File: config.mk
export PLATFORM = sky130hd
export DESIGN_NAME = data_obi_arbiter_flat
export DESIGN_NICKNAME = d
export VERILOG_FILES = /design/src/rtl/data_obi_arbiter_pkg.sv /design/src/rtl/data_obi_arbiter_if.sv /design/src/rtl/data_obi_arbiter_outs_fifo.sv /design/src/rtl/data_obi_arbiter.sv /design/src/flat_wrapper.sv
export SDC_FILE = /design/constraint.sdc
export NUM_CORES = 1
export LEC_CHECK = 0
export ABC_AREA = 1
export ABC_CLOCK_PERIOD_IN_PS = 2300
export CORE_AREA = 2 2 112 114
export CTS_BUF_LIST = sky130_fd_sc_hd__clkbuf_16
export DETAILED_ROUTE_END_ITERATION = 16
export DIE_AREA = 0 0 114 116
export PLACE_DENSITY = 0.72
export SLEW_MARGIN = 20
export SYNTH_ARGS = -nofsm -noshare
export SYNTH_HDL_FRONTEND = slang
export SYNTH_HIERARCHICAL = 1
export SYNTH_SLANG_ARGS = --single-unit
File: constraint.sdc
create_clock -name clk -period 2.3 [get_ports clk]
set_clock_uncertainty 0.15 [all_clocks]
set_input_delay 0.23 -clock clk [delete_from_list [all_inputs] [get_ports clk]]
set_output_delay 0.23 -clock clk [all_outputs]
set_load 0.02 [all_outputs]
File: src/rtl/data_obi_arbiter_pkg.sv
// data_obi_arbiter_pkg: shared types for the two-master data OBI arbiter.
package data_obi_arbiter_pkg;
    localparam int DOBI_NPORTS = 2;
    localparam int DOBI_DW     = 33;

    typedef logic arb_id_t;

    typedef struct packed {
        logic                we;
        logic [3:0]          be;
        logic                is_cap;
        logic [31:0]         addr;
        logic [DOBI_DW-1:0]  wdata;
    } obi_req_t;
endpackage

File: src/rtl/data_obi_arbiter_if.sv
// data_obi_arbiter_if: OBI data bus with NP request lanes and one shared response lane.
interface data_obi_arbiter_if #(parameter int NP = 1);
    import data_obi_arbiter_pkg::*;
    logic [NP-1:0]               req;
    logic [NP-1:0]               we;
    logic [NP-1:0][3:0]          be;
    logic [NP-1:0]               is_cap;
    logic [NP-1:0][31:0]         addr;
    logic [NP-1:0][DOBI_DW-1:0]  wdata;
    logic [NP-1:0]               gnt;
    logic [NP-1:0]               rvalid;
    logic [DOBI_DW-1:0]          rdata;
    logic                        err;

    modport master (output req, we, be, is_cap, addr, wdata, input gnt, rvalid, rdata, err);
    modport slave  (input req, we, be, is_cap, addr, wdata, output gnt, rvalid, rdata, err);
endinterface

File: src/rtl/data_obi_arbiter_outs_fifo.sv
// data_obi_arbiter_outs_fifo: in-order FIFO of port ids for granted, unanswered transactions.
module data_obi_arbiter_outs_fifo
    import data_obi_arbiter_pkg::*;
#(
    parameter int DEPTH = 4
) (
    input  logic    clk,
    input  logic    rst_n,
    input  logic    i_push,
    input  arb_id_t i_push_id,
    input  logic    i_pop,
    output arb_id_t o_head,
    output logic    o_full,
    output logic    o_empty
);
    localparam int AW = $clog2(DEPTH);
    localparam int CW = AW + 1;

    arb_id_t         r_mem [DEPTH];
    logic [AW-1:0]   r_wr_ptr;
    logic [AW-1:0]   r_rd_ptr;
    logic [CW-1:0]   r_count;

    always_ff @(posedge clk) begin
        if (i_push) r_mem[r_wr_ptr] <= i_push_id;
    end

    // DEPTH is a power of two, so pointers wrap by natural overflow
    always_ff @(posedge clk or negedge rst_n) begin
        if (!rst_n) begin
            r_wr_ptr <= '0;
            r_rd_ptr <= '0;
            r_count  <= '0;
        end else begin
            if (i_push) r_wr_ptr <= r_wr_ptr + 1'b1;
            if (i_pop)  r_rd_ptr <= r_rd_ptr + 1'b1;
            r_count <= r_count + CW'(i_push) - CW'(i_pop);
        end
    end

    assign o_head  = r_mem[r_rd_ptr];
    assign o_full  = r_count == CW'(DEPTH);
    assign o_empty = r_count == '0;
endmodule

File: src/rtl/data_obi_arbiter.sv
// data_obi_arbiter: shares one data OBI slave between CPU LSU (port 0) and aux master (port 1).
// Define DOBI_ARB_RR_EN for round-robin contention; default is fixed priority to port 0.
module data_obi_arbiter
    import data_obi_arbiter_pkg::*;
#(
    parameter int MAX_OUTS = 4
) (
    input  logic                clk,
    input  logic                rst_n,
    data_obi_arbiter_if.slave   i_mst,
    data_obi_arbiter_if.master  o_slv,
    output logic                o_arb_proto_err
);
    arb_id_t  w_winner;
    arb_id_t  w_sel;
    arb_id_t  w_head;
    arb_id_t  r_lock_id;
    logic     r_lock;
    logic     r_proto_err;
    logic     w_full;
    logic     w_empty;
    logic     w_sreq;
    logic     w_hs;
    logic     w_rv;
    logic     w_pop;
    obi_req_t w_sel_req;

`ifdef DOBI_ARB_RR_EN
    arb_id_t r_last_id;

    always_ff @(posedge clk or negedge rst_n) begin
        if (!rst_n) r_last_id <= 1'b1;
        else if (w_hs) r_last_id <= w_sel;
    end

    assign w_winner = (&i_mst.req) ? ~r_last_id : ~i_mst.req[0];
`else
    assign w_winner = ~i_mst.req[0];
`endif

    // a pending address phase stays on the bus until it is granted
    assign w_sel     = r_lock ? r_lock_id : w_winner;
    assign w_sel_req = '{we: i_mst.we[w_sel], be: i_mst.be[w_sel], is_cap: i_mst.is_cap[w_sel],
                         addr: i_mst.addr[w_sel], wdata: i_mst.wdata[w_sel]};

    assign w_sreq          = rst_n & i_mst.req[w_sel] & ~w_full;
    assign w_hs            = w_sreq & o_slv.gnt[0];
    assign o_slv.req       = w_sreq;
    assign o_slv.we        = w_sel_req.we;
    assign o_slv.be        = w_sel_req.be;
    assign o_slv.is_cap    = w_sel_req.is_cap;
    assign o_slv.addr      = w_sel_req.addr;
    assign o_slv.wdata     = w_sel_req.wdata;
    assign i_mst.gnt       = {w_hs & w_sel, w_hs & ~w_sel};

    assign w_rv            = rst_n & o_slv.rvalid[0];
    assign w_pop           = w_rv & ~w_empty;
    assign i_mst.rvalid    = {w_pop & w_head, w_pop & ~w_head};
    assign i_mst.rdata     = w_rv ? o_slv.rdata : '0;
    assign i_mst.err       = w_rv & o_slv.err;
    assign o_arb_proto_err = r_proto_err;

    always_ff @(posedge clk or negedge rst_n) begin
        if (!rst_n) begin
            r_lock      <= 1'b0;
            r_lock_id   <= 1'b0;
            r_proto_err <= 1'b0;
        end else begin
            r_lock <= w_sreq & ~o_slv.gnt[0];
            if (w_sreq & ~o_slv.gnt[0]) r_lock_id <= w_sel;
            if (w_rv & w_empty) r_proto_err <= 1'b1;
        end
    end

    data_obi_arbiter_outs_fifo #(.DEPTH(MAX_OUTS)) u_outs_fifo (
        .clk       (clk),
        .rst_n     (rst_n),
        .i_push    (w_hs),
        .i_push_id (w_sel),
        .i_pop     (w_pop),
        .o_head    (w_head),
        .o_full    (w_full),
        .o_empty   (w_empty)
    );
endmodule

File: src/flat_wrapper.sv
// flat-port wrapper written by rule: the top's interface ports become plain ports
module data_obi_arbiter_flat import data_obi_arbiter_pkg::*;
#(
    parameter int MAX_OUTS = 4
)
  (clk, rst_n, o_arb_proto_err, i_mst_req, i_mst_we, i_mst_be, i_mst_is_cap, i_mst_addr, i_mst_wdata, i_mst_gnt, i_mst_rvalid, i_mst_rdata, i_mst_err, o_slv_req, o_slv_we, o_slv_be, o_slv_is_cap, o_slv_addr, o_slv_wdata, o_slv_gnt, o_slv_rvalid, o_slv_rdata, o_slv_err);
  data_obi_arbiter_if #(.NP(DOBI_NPORTS)) i_mst_i ();
  data_obi_arbiter_if #(.NP(1)) o_slv_i ();
  input  logic clk;
  input  logic rst_n;
  output logic o_arb_proto_err;
  input wire logic [$bits(i_mst_i.req)-1:0] i_mst_req;
  input wire logic [$bits(i_mst_i.we)-1:0] i_mst_we;
  input wire logic [$bits(i_mst_i.be)-1:0] i_mst_be;
  input wire logic [$bits(i_mst_i.is_cap)-1:0] i_mst_is_cap;
  input wire logic [$bits(i_mst_i.addr)-1:0] i_mst_addr;
  input wire logic [$bits(i_mst_i.wdata)-1:0] i_mst_wdata;
  output wire logic [$bits(i_mst_i.gnt)-1:0] i_mst_gnt;
  output wire logic [$bits(i_mst_i.rvalid)-1:0] i_mst_rvalid;
  output wire logic [$bits(i_mst_i.rdata)-1:0] i_mst_rdata;
  output wire logic [$bits(i_mst_i.err)-1:0] i_mst_err;
  output wire logic [$bits(o_slv_i.req)-1:0] o_slv_req;
  output wire logic [$bits(o_slv_i.we)-1:0] o_slv_we;
  output wire logic [$bits(o_slv_i.be)-1:0] o_slv_be;
  output wire logic [$bits(o_slv_i.is_cap)-1:0] o_slv_is_cap;
  output wire logic [$bits(o_slv_i.addr)-1:0] o_slv_addr;
  output wire logic [$bits(o_slv_i.wdata)-1:0] o_slv_wdata;
  input wire logic [$bits(o_slv_i.gnt)-1:0] o_slv_gnt;
  input wire logic [$bits(o_slv_i.rvalid)-1:0] o_slv_rvalid;
  input wire logic [$bits(o_slv_i.rdata)-1:0] o_slv_rdata;
  input wire logic [$bits(o_slv_i.err)-1:0] o_slv_err;
  assign i_mst_i.req = i_mst_req;
  assign i_mst_i.we = i_mst_we;
  assign i_mst_i.be = i_mst_be;
  assign i_mst_i.is_cap = i_mst_is_cap;
  assign i_mst_i.addr = i_mst_addr;
  assign i_mst_i.wdata = i_mst_wdata;
  assign i_mst_gnt = i_mst_i.gnt;
  assign i_mst_rvalid = i_mst_i.rvalid;
  assign i_mst_rdata = i_mst_i.rdata;
  assign i_mst_err = i_mst_i.err;
  assign o_slv_req = o_slv_i.req;
  assign o_slv_we = o_slv_i.we;
  assign o_slv_be = o_slv_i.be;
  assign o_slv_is_cap = o_slv_i.is_cap;
  assign o_slv_addr = o_slv_i.addr;
  assign o_slv_wdata = o_slv_i.wdata;
  assign o_slv_i.gnt = o_slv_gnt;
  assign o_slv_i.rvalid = o_slv_rvalid;
  assign o_slv_i.rdata = o_slv_rdata;
  assign o_slv_i.err = o_slv_err;
  data_obi_arbiter #(.MAX_OUTS(MAX_OUTS)) u_core (.clk(clk), .rst_n(rst_n), .i_mst(i_mst_i), .o_slv(o_slv_i), .o_arb_proto_err(o_arb_proto_err));
endmodule
; After elaboration in Yosys (flattened, before gate mapping)
; Memories as Yosys holds them, arrays and structs flattened.
; Cells that the tools add are included.
[word_totals]
in_bits = 182
memories = 1
regBits = 10
out_inout_bits = 111
word_cells = 48
ramBits = 4
[classes]
order_cmp = 1
reduce_logical = 1
bitwise_logic = 18
eq_ne = 1
muxes = 16
addsub = 4
[mem_list]
columns = memory, depth, width, rd, rd_ports_with_merged_regs, wr, line
row1 = u_core.u_outs_fifo.r_mem, 4, 1, 1, 0, 1, data_obi_arbiter_outs_fifo.sv:19  ; arb_id_t r_mem [DEPTH];
[op_table]
columns = op, n
row1 = 33-bit two-way mux, 3
row2 = 32-bit two-way mux, 2
row3 = 1-bit bitwise AND, 12
row4 = 1-bit two-way mux, 9
row5 = 4-bit two-way mux, 2
row6 = 1-bit NOT, 6
row7 = 2-bit by 1-bit adder with 2-bit output (second input constant), 2
row8 = 3-bit by 1-bit adder with 3-bit output, 1
row9 = 3-bit equality test (second input constant), 1
row10 = 3-bit zero test, 1
row11 = 3-bit by 1-bit subtractor with 3-bit output, 1
row12 = 1-bit by 2-bit < comparator with 1-bit output (second input constant), 1

; Longest topological paths before layout
; Gate-level depths: netlist (run 1).
[logic_depth]
depth_word = 9
ltp_mapped = 11
depth_no_buf = 11

; Hierarchy
; Netlist (run 1), hierarchy kept.
[modules_own_cells]
columns = module, cells_per_inst, area_each_um2, n_inst
row1 = data_obi_arbiter, 331, 1390.1, 1
row2 = data_obi_arbiter_outs_fifo, 61, 573.0, 1

; Least setup slack after synthesis (run 1)
; OpenSTA, ideal clock, no wires.
[synth_path]
path_kind = flip-flop to flip-flop
from = register u_core.u_outs_fifo.r_count[1]
to = register u_core.u_outs_fifo.r_count[2]
t_required_ns = 2.085
path_stages_with_launch = 10
arrival_time_ns = 1.907
period_less_slack_ns = 2.122
setup_slack_ns = 0.178
cell_sequence = dfrtp_1 -> nor3_1 -> nor2_1 -> ha_1 -> inv_1 -> ha_1 -> fa_1 -> inv_1 -> nand3_1 -> nand2_1
[synth_via]
word_cells_on_any_way = 9
classes_between = add/sub: 2 / eq/ne: 1 / bitwise: 5 / reduce/logical: 1
[synth_lines]
columns = element, line
row1 = "start, declared", data_obi_arbiter_outs_fifo.sv:22  ; logic [CW-1:0] r_count;
row2 = "start signal, assigned", data_obi_arbiter_outs_fifo.sv:37  ; r_count <= r_count + CW'(i_push) - CW'(i_pop);
row3 = 3-bit zero test, data_obi_arbiter_outs_fifo.sv:43  ; assign o_empty = r_count == '0;
row4 = net u_core.w_empty, data_obi_arbiter.sv:21  ; logic w_empty;
row5 = 1-bit NOT, data_obi_arbiter.sv:57  ; assign w_pop = w_rv & ~w_empty;
row6 = 1-bit bitwise AND, data_obi_arbiter.sv:57
row7 = net u_core.w_pop, data_obi_arbiter.sv:25  ; logic w_pop;
row8 = 3-bit by 1-bit subtractor with 3-bit output, data_obi_arbiter_outs_fifo.sv:37
; The timed path passes the listed nets, and every way through them passes these cells.
; A chain may end at the register's enable or synchronous reset.

; Worst setup path in the final report (run 1)
[layout_path]
from = input rst_n
to = output i_mst_rdata[26]
[layout_via]
elab_chain_len = 2
[layout_lines]
columns = element, line
row1 = "start, declared", flat_wrapper.sv:10  ; input logic rst_n;
row2 = 1-bit bitwise AND, data_obi_arbiter.sv:56  ; assign w_rv = rst_n & o_slv.rvalid[0];
row3 = 33-bit two-way mux, data_obi_arbiter.sv:59  ; assign i_mst.rdata = w_rv ? o_slv.rdata : '0;
row4 = "end, declared", flat_wrapper.sv:20  ; output wire logic [$bits(i_mst_i.rdata)-1:0] i_mst_rdata;
; Every way passes these cells.

==> out/qor.csv, run 1 <==
metric,value,unit
Initial Util,16.5,%
setup TNS,0,ns
Die Area,13200,um2
Sw Pwr,1010,uW
Netlist Area Pre-Place,1960,um2
post-synth top area cell,nand2_1,
vias in the first global route,2937,
yosys warns,6,
wire per inst,12.1,um
FMAX,0.452,GHz
"top cells by count, synth","nand2_1, inv_1, nor2_1",
Sw Ratio,42.7,%
layout cells sized above 1,3.63,%
synth top area cells,"nand2_1, dfrtp_1, inv_1, nor2_1, edfxtp_1",
critical path arrival,1.83,ns
number of synthesized flops with an enable pin,4,
final setup fails,0,
GRT Util Overall,13.5,%
Crit. Startpoint,rst_n,
placed wire-length estimate,8600,um
total gr overflow,0,
worst r2r src,u_core/u_outs_fifo/r_count[1]$_DFF_PN0_,
Hold WS,0.204,ns
Setup CP Type,in -> out,
Flop pwr share,17.7,%
Starting DRT DRC Count,169,
DRC,0,
total power,2380,uW
H-tree Lvls,1,
Pwr Density,456,nW/um2
synthesis-stage register bit count,14,
CTS buffer count,3,
gpl congestion,0.747,
final worst-path cycle share,96.2,%
Cells after Synth,392,
Chip Width,114,um
Mapped Nets,581,
VDD IR max,0.240,mV
Max Fanout on Critical Path,25,
Initial DRT Pass Iterations,6,
post-synthesis sequential area ratio,18.9,%
Slew @ Worst Pin,0.277,ns
pin count of the biggest net entering global routing,29,
fin nets,879,
ys flop type,dfrtp_1,
fill cell count,1257,
Fin. Hold Viols,0,
Std-Cell Rows,40,
Slew Limit Headroom,81.5,%
internal power,1360,uW
Synth cell types,19,
Worst Path Required,1.92,ns
post-synth top area share,45.5,%
Clock transition at path regs,0.04,ns
Max clock buf depth,2,
clk root buf,clkbuf_16,
Die Ht,116,um
initial antenna violation count,0,
first-pass GRT wire length,14300,um
CTS Sinks,14,
port buffer count,292,
Final Routed Wirelength,10100,um
Layout area overhead,165,%
CTS tree,done,
RSZ-0062 raised after global routing,false,
Critical Path End Type,primary output,
worst min path class,in -> async,
"count leader, synth",nand2_1,
Logic pwr share,68.6,%
clk_lat worst skew,0.24,ns
outcome,"complete, no violations",
Ports,293,
Period minus WS final,2.21,ns
post-route ant nets,0,
max cap viols,0,
Leakage,0.00317,uW
Critical Path Source Type,primary input,
final cell count without fillers,837,
Vias,3129,
proportion of power drawn by the clock network,13.8,%
ys async rst share,71.4,%
placed cells,830,
routed vias/inst,3.74,
max-slew violation count,0,
core area,11900,um2
average size of a mapped cell,5.01,um2
## per-stage QoR
stage / setup slack (ns) / area, um2 / util [%]
2_1_floorplan: 0.178 / 1960 / -
3_3_place_gp: -0.122 / 5110 / 42.9
3_5_place_dp: -0.104 / 5110 / 42.9
4_1_cts: -0.0684 / 5140 / 43.2
5_1_grt: 0.000720 / 5200 / 43.7
6_report: 0.0871 / 5210 / 43.7
## power by group through the flow
stage	Combinational [uW]	Clock, uW	Sequential [uW]
global placement	1740	0	419
floorplan	842	0	415
CTS	1660	332	421
detailed placement	1750	0	424
global route	1790	341	436
finish	1630	327	420
## worst max-delay path: stages
cell	delay, ns
clkdlybuf4s50_1	0.53
nand2_1	0.12
buf_4	0.23
nor2_1	0.10
clkdlybuf4s50_1	0.61
## kinds of logic after synthesis
logic type,Yosys count,synth area share (%)
AO/OA/AOI/OAI,3,1.15
XOR/XNOR,3,1.34
adder cells (fa/ha/maj),7,4.84
buffers and inverters,78,18.1
flip-flops,14,18.9
AND/OR/NAND/NOR,287,55.7
## metal layers
metal	global-route usage, %	part of all wire, %	up-vias
met1	16.9	42	1294
met2	24.2	51	111
met4	2.20	0.69	0
met3	2.88	6.4	6
li1	-	-	1718
met5	0	0	-
## placed cells by master, fill, tap and decap left out
cell | netlist | layout
a31o_2 | 1 | 1
buf_12 | 0 | 3
buf_16 | 0 | 1
buf_4 | 0 | 14
buf_6 | 7 | 1
clkbuf_16 | 0 | 3
clkdlybuf4s50_1 | 0 | 194
clkinv_1 | 0 | 1
dfrtp_1 | 10 | 10
diode_2 | 0 | 1
dlygate4sd2_1 | 0 | 72
dlymetal6s2s_1 | 0 | 26
edfxtp_1 | 4 | 4
fa_1 | 1 | 1
ha_1 | 6 | 6
inv_1 | 59 | 59
inv_2 | 1 | 1
nand2_1 | 238 | 238
nand3_1 | 6 | 6
nand4_1 | 1 | 1
nor2_1 | 39 | 39
nor3_1 | 2 | 2
nor3b_1 | 1 | 1
o21ai_0 | 1 | 1
o21ai_4 | 0 | 1
xor2_1 | 3 | 3
## registers in the layout (all words and copies together), names as in the netlist
register,flops
u_core/o_arb_proto_err,1
u_core/u_outs_fifo/r_rd_ptr,2
u_core/r_lock_id,1
u_core/u_outs_fifo/r_mem,4
u_core/u_outs_fifo/r_wr_ptr,2
u_core/u_outs_fifo/r_count,3
u_core/r_lock,1
## layout make-up
class                      count  area, um2  share of cell area (%)
sequential                    14        370                    7.11
tap                          147        184                    3.53
clock inverter                 1       3.75                  0.0721
inverter                      60        225                    4.32
timing repair buffer         311       3100                    59.6
clock buffer                   3       75.1                    1.44
antenna                        1       2.50                  0.0481
multi-input combinational    300       1240                    23.9
## worst paths after layout
path,slack (ns),cells after the start,to
worst max-delay path,0.09,5,i_mst_rdata[26]
min in group clk,0.31,1,u_core/o_arb_proto_err$_DFFE_PN0P_
max in group asynchronous,1.68,2,u_core/u_outs_fifo/r_count[2]$_DFF_PN0_
worst min-delay path,0.20,2,u_core/u_outs_fifo/r_count[1]$_DFF_PN0_
worst max register to register,0.19,9,u_core/u_outs_fifo/r_count[2]$_DFF_PN0_
worst min register to register,0.31,1,u_core/o_arb_proto_err$_DFFE_PN0P_
## what timing repair did
item | in CTS | in global routing
endpoints found under the setup margin | 73 | 26
hold buffers | 0 | 0
cloned | 1 | 0
setup buffers | 1 | 0
gates resized for setup | 74 | 26
(Power assumes the default switching activity.)
==> run 2: changes to the inputs <==
--- a/config.mk
+++ b/config.mk
@@ -9,9 +9,11 @@
 export ABC_CLOCK_PERIOD_IN_PS = 2300
 export CORE_AREA = 2 2 112 114
 export CTS_BUF_LIST = sky130_fd_sc_hd__clkbuf_16
+export CTS_CLUSTER_SIZE = 28
 export DETAILED_ROUTE_END_ITERATION = 16
 export DIE_AREA = 0 0 114 116
 export PLACE_DENSITY = 0.72
+export RECOVER_POWER = 50
 export SLEW_MARGIN = 20
 export SYNTH_ARGS = -nofsm -noshare
 export SYNTH_HDL_FRONTEND = slang
==> out/qor.csv, run 2 (synthesis gave the netlist of run 1 again) <==
metric,value,unit,change
Chip Width,114,um,unchanged
post-route ant nets,0,,unchanged
final setup fails,0,,unchanged
clk_lat worst skew,0.24,ns,about the same
routed vias/inst,3.76,,was 3.74
Die Ht,116,um,unchanged
largest registers,"u_core/u_outs_fifo/r_mem: 4 flops, u_core/u_outs_fifo/r_count: 3 flops",,unchanged
Die Area,13200,um2,unchanged
VDD IR max,0.239,mV,was 0.240 mV
hold_buf cts,0,,unchanged
Clock transition at path regs,0.04,ns,about the same
Pwr Density,471,nW/um2,was 456 nW/um2
met3 Use GR,2.88,%,unchanged
clk root buf,clkbuf_16,,unchanged
"Most Used Layer, Global Route",met2,,unchanged
setup TNS,0,ns,unchanged
placed wire-length estimate,8600,um,unchanged
Max clock buf depth,2,,unchanged
critical path arrival,1.83,ns,about the same
Ports,293,,unchanged
Critical Path Source Type,primary input,,unchanged
placed cells,830,,unchanged
final cell count without fillers,837,,unchanged
Largest register FFs,4,,unchanged
final core occ,41.6,%,was 43.7%
vias in the first global route,2937,,unchanged
met1 Track Usage GR,16.9,%,unchanged
Critical Path End Type,primary output,,unchanged
Max Fanout on Critical Path,25,,unchanged
GRT Util Overall,13.5,%,unchanged
Slew @ Worst Pin,0.319,ns,was 0.277 ns
worst min path class,in -> async,,unchanged
Initial Util,16.5,%,unchanged
total gr overflow,0,,unchanged
"most common cell after layout, fill and taps aside",nand2_1,,unchanged
initial antenna violation count,0,,unchanged
Period minus WS final,2.21,ns,about the same
Slew Limit Headroom,78.7,%,was 81.5%
Vias,3143,,was 3129
GR Layer Usage met2,24.2,%,unchanged
Final Routed Wirelength,10100,um,about the same
Fin. Hold Viols,0,,unchanged
fin nets,879,,unchanged
CTS tree,done,,unchanged
gpl congestion,0.747,,unchanged
setup slack at placement,-0.104,ns,unchanged
Std-Cell Rows,40,,unchanged
final worst slack,0.0937,ns,was 0.0871 ns
layout cells sized above 1,2.76,%,was 3.63%
Initial DRT Pass Iterations,4,,was 6
first-pass GRT wire length,14300,um,unchanged
DRC,0,,unchanged
port buffer count,292,,unchanged
pin count of the biggest net entering global routing,29,,unchanged
CTS buffer count,3,,unchanged
max-slew violation count,0,,unchanged
final worst-path cycle share,95.9,%,was 96.2%
FMAX,0.453,GHz,was 0.452 GHz
Starting DRT DRC Count,159,,was 169
Setup CP Type,in -> out,,unchanged
RSZ-0062 raised after global routing,false,,unchanged
core area,11900,um2,unchanged
Layout area overhead,152,%,was 165%
wire per inst,12.1,um,about the same
CTS Sinks,14,,unchanged
most frequent cells in the layout,"nand2_1, clkdlybuf4s50_1, dlygate4sd2_1",,unchanged
Largest Register,u_core/u_outs_fifo/r_mem,,unchanged
outcome,"complete, no violations",,unchanged
H-tree Lvls,1,,unchanged
Leakage,0.00267,uW,was 0.00317 uW
max cap viols,0,,unchanged
Worst Path Required,1.92,ns,about the same
-- run 2: where the power goes --
part	internal, uW	switching (uW)	total, uW
combinational	740	845	1580
clock	230	97.8	327
sequential	347	72.9	420
-- run 2: cell type report --
| class | count | area (um2) |
|---|---|---|
| Clock inverter | 1 | 3.75 |
| Tap cell | 147 | 184 |
| Antenna cell | 1 | 2.50 |
| Clock buffer | 3 | 75.1 |
| Sequential cell | 14 | 370 |
| Timing Repair Buffer | 311 | 2850 |
| Multi-Input combinational cell | 300 | 1240 |
| Inverter | 60 | 225 |
| Fill cell | 1302 | 6960 |
-- run 2: through the flow --
step	total power, uW	hold WS, ns	area (um2)
after CTS	2410	0.209	5140
after detailed placement	2180	0.303	5110
after global placement	2150	0.302	5110
final	2330	0.232	4950
after global routing	2530	0.283	4950
after floorplan	1260	-0.216	1960
-- run 2: repair_timing --
item | in CTS | in global routing
setup buffers | 1 | 0
cloned | 1 | 0
pin swaps | 0 | 0
endpoints found under the setup margin | 73 | 26
gates resized for setup | 74 | 26
endpoints found under the hold margin | 0 | 0
-- run 2: critical path: stages --
cell and delay, ns:
clkdlybuf4s50_1 0.52, nand2_1 0.12, buf_4 0.24, nor2_1 0.10, clkdlybuf4s50_1 0.61
-- run 2: worst paths after layout --
check                                                         from                                 endpoint  slack [ns]  cells past startpoint
max in group asynchronous                                    rst_n  u_core/u_outs_fifo/r_count[2]$_DFF_PN0_        1.51                      2
max reg2reg                u_core/u_outs_fifo/r_count[1]$_DFF_PN0_  u_core/u_outs_fifo/r_count[2]$_DFF_PN0_        0.19                      9
max                                                          rst_n                          i_mst_rdata[26]        0.09                      5
min reg2reg                     u_core/o_arb_proto_err$_DFFE_PN0P_       u_core/o_arb_proto_err$_DFFE_PN0P_        0.30                      1
min                                                          rst_n  u_core/u_outs_fifo/r_count[1]$_DFF_PN0_        0.23                      2
min in group clk                u_core/o_arb_proto_err$_DFFE_PN0P_       u_core/o_arb_proto_err$_DFFE_PN0P_        0.30                      1
-- run 2: per-layer routing --
metal	part of all wire, %	vias up	wire length [um]
met1	42	1302	4220
met2	51	115	5170
met4	0.69	0	70
met3	6.5	6	659
met5	0	-	0
li1	-	1720	-
==> run 3: changes to the inputs <==
--- a/config.mk
+++ b/config.mk
@@ -6,7 +6,6 @@
 export NUM_CORES = 1
 export LEC_CHECK = 0
 export ABC_AREA = 1
-export ABC_CLOCK_PERIOD_IN_PS = 2300
 export CORE_AREA = 2 2 112 114
 export CTS_BUF_LIST = sky130_fd_sc_hd__clkbuf_16
 export CTS_CLUSTER_SIZE = 28
==> constraint.sdc (replaced) <==
create_clock -name clk -period 2.3 [get_ports clk]
set_clock_uncertainty 0.15 [all_clocks]
set_input_delay 0.345 -clock clk [delete_from_list [all_inputs] [get_ports clk]]
set_output_delay 0.345 -clock clk [all_outputs]
set_load 0.02 [all_outputs]
==> out/qor.csv, run 3 (synthesis gave the netlist of run 1 again) <==
metric,value,unit,change
outcome,"complete, no violations",,unchanged
Initial DRT Pass Iterations,4,,unchanged
"Most Used Layer, Global Route",met2,,unchanged
Fin. Hold Viols,0,,unchanged
Max Fanout on Critical Path,14,,was 25
placed wire-length estimate,8570,um,was 8600 um
final worst-path cycle share,96.3,%,was 95.9%
CTS buffer count,3,,unchanged
most frequent cells in the layout,"nand2_1, clkdlybuf4s50_1, dlygate4sd2_1",,unchanged
VDD IR max,0.242,mV,was 0.239 mV
gpl congestion,0.744,,was 0.747
placed cells,831,,was 830
RSZ-0062 raised after global routing,false,,unchanged
CP cell instances,buf_4 > o21ai_4 > buf_6 > buf_4 > buf_16 > nand2_1 > nand2_1 > clkdlybuf4s15_2,,was clkdlybuf4s50_1 > nand2_1 > buf_4 > nor2_1 > clkdlybuf4s50_1
Std-Cell Rows,40,,unchanged
core area,11900,um2,unchanged
Critical Path End,o_slv_wdata[0],,was i_mst_rdata[26]
Starting DRT DRC Count,167,,was 159
r2r setup slk,0.20,ns,was 0.19 ns
Crit. Startpoint,u_core/r_lock$_DFF_PN0_,,was rst_n
Max stage delay on crit path,0.37,ns,was 0.61 ns
Vias,3163,,was 3143
final setup fails,0,,unchanged
first-pass GRT wire length,14700,um,was 14300 um
"most common cell after layout, fill and taps aside",nand2_1,,unchanged
CTS tree,done,,unchanged
largest registers,"u_core/u_outs_fifo/r_mem: 4 flops, u_core/u_outs_fifo/r_count: 3 flops",,unchanged
proportion of power drawn by the clock network,13.6,%,was 14.0%
final worst slack,0.0841,ns,was 0.0937 ns
Largest register FFs,4,,unchanged
setup slack at placement,-0.341,ns,was -0.104 ns
path depth of the worst reg2reg path,12,,was 9
Sw Ratio,43.0,%,was 43.5%
Layout area overhead,160,%,was 152%
Die Ht,116,um,unchanged
Sw Pwr,1030,uW,was 1020 uW
worst r2r src,u_core/u_outs_fifo/r_count[1]$_DFF_PN0_,,unchanged
DRC,0,,unchanged
Largest Register,u_core/u_outs_fifo/r_mem,,unchanged
port buffer count,292,,unchanged
Setup CP Type,reg -> out,,was in -> out
Initial Util,16.5,%,unchanged
Critical Path End Type,primary output,,unchanged
Period minus WS final,2.22,ns,was 2.21 ns
Pwr Density,468,nW/um2,was 471 nW/um2
total power,2390,uW,was 2330 uW
initial antenna violation count,1,,was 0
Die Area,13200,um2,unchanged
internal power,1360,uW,was 1320 uW
max cap viols,0,,unchanged
met1 Track Usage GR,17.9,%,was 16.9%
Slew @ Worst Pin,0.324,ns,was 0.319 ns
pin count of the biggest net entering global routing,35,,was 29
total gr overflow,0,,unchanged
clk root buf,clkbuf_16,,unchanged
worst min path class,reg -> reg,,was in -> async
placed cell area,5130,um2,was 5110 um2
Max clock buf depth,2,,unchanged
final instance area,5110,um2,was 4950 um2
Ports,293,,unchanged
worst r2r dst,u_core/u_outs_fifo/r_count[2]$_DFF_PN0_,,unchanged
CTS Sinks,14,,unchanged
layout cells sized above 1,6.93,%,was 2.76%
fill cell count,1271,,was 1302
Slew Limit Headroom,78.4,%,was 78.7%
clk_lat worst skew,0.24,ns,about the same
final cell count without fillers,841,,was 837
post-route ant nets,0,,unchanged
met3 Use GR,2.88,%,unchanged
Flop pwr share,17.5,%,was 18.0%
critical path arrival,1.72,ns,was 1.83 ns
Leakage,0.00285,uW,was 0.00267 uW
wire per inst,12.3,um,was 12.1 um
CP max-delay cell,dfrtp_1,,was clkdlybuf4s50_1
fin nets,883,,was 879
FMAX,0.451,GHz,was 0.453 GHz
Critical Path Source Type,flip-flop,,was primary input
vias in the first global route,3038,,was 2937
routed vias/inst,3.76,,about the same
Final Routed Wirelength,10300,um,was 10100 um
H-tree Lvls,1,,unchanged
Chip Width,114,um,unchanged
Logic pwr share,68.9,%,was 68.0%
Worst Path Required,1.80,ns,was 1.92 ns
GR Layer Usage met2,24.0,%,was 24.2%
max-slew violation count,0,,unchanged
GRT Util Overall,13.9,%,was 13.5%
Clock transition at path regs,0.04,ns,about the same
-- run 3: power groups by stage --
stage / Clock (uW) / Sequential (uW) / Combinational [uW]
floorplan: 0 / 415 / 842
global placement: 0 / 414 / 1760
detailed placement: 0 / 419 / 1770
CTS: 336 / 416 / 1680
global route: 347 / 433 / 1820
finish: 325 / 419 / 1650
-- run 3: how the worst min path moves through the flow --
stage                                             startpoint                                      end  cells after the start
after global placement    u_core/o_arb_proto_err$_DFFE_PN0P_       u_core/o_arb_proto_err$_DFFE_PN0P_                      1
after floorplan                                        rst_n       u_core/o_arb_proto_err$_DFFE_PN0P_                      0
final                     u_core/o_arb_proto_err$_DFFE_PN0P_       u_core/o_arb_proto_err$_DFFE_PN0P_                      1
after global routing      u_core/o_arb_proto_err$_DFFE_PN0P_       u_core/o_arb_proto_err$_DFFE_PN0P_                      1
after CTS                                              rst_n  u_core/u_outs_fifo/r_count[1]$_DFF_PN0_                      2
after detailed placement  u_core/o_arb_proto_err$_DFFE_PN0P_       u_core/o_arb_proto_err$_DFFE_PN0P_                      1
-- run 3: critical path: cells and delay by family (launching register included) --
kind                   cells  cell delay (ns)
buffers and inverters      5             0.83
flip-flops                 1             0.37
AO/OA/AOI/OAI              1             0.16
AND/OR/NAND/NOR            2             0.12
-- run 3: metal layers --
metal	part of all wire, %	vias up
met3	7.4	10
met5	0	-
li1	-	1725
met2	50	125
met4	0.74	0
met1	42	1303
-- run 3: per-stage QoR --
stage | TNS [ns] | util (%) | hold slack, ns
3_5_place_dp | -26.19 | 43.1 | 0.313
5_1_grt | 0 | 42.9 | 0.348
2_1_floorplan | 0 | - | -0.101
3_3_place_gp | -24.73 | 43.1 | 0.300
6_report | 0 | 42.9 | 0.317
4_1_cts | 0 | 43.2 | 0.321
-- run 3: layout make-up --
| class | instances | area [um2] | share of cell area, % |
|---|---|---|---|
| timing repair buffer | 315 | 3000 | 58.7 |
| multi-input combinational | 300 | 1250 | 24.5 |
| sequential | 14 | 370 | 7.25 |
| inverter | 60 | 225 | 4.41 |
| tap | 147 | 184 | 3.60 |
| clock buffer | 3 | 75.1 | 1.47 |
| clock inverter | 1 | 3.75 | 0.0734 |
| antenna | 1 | 2.50 | 0.0490 |
-- run 3: what timing repair did --
action                                  CTS  global route
hold buffers                              0             1
cloned                                    2             0
endpoints found under the setup margin  111            44
pin swaps                                 1             1
endpoints found under the hold margin     0            10
gates resized for setup                 191            14
setup buffers                             2             0
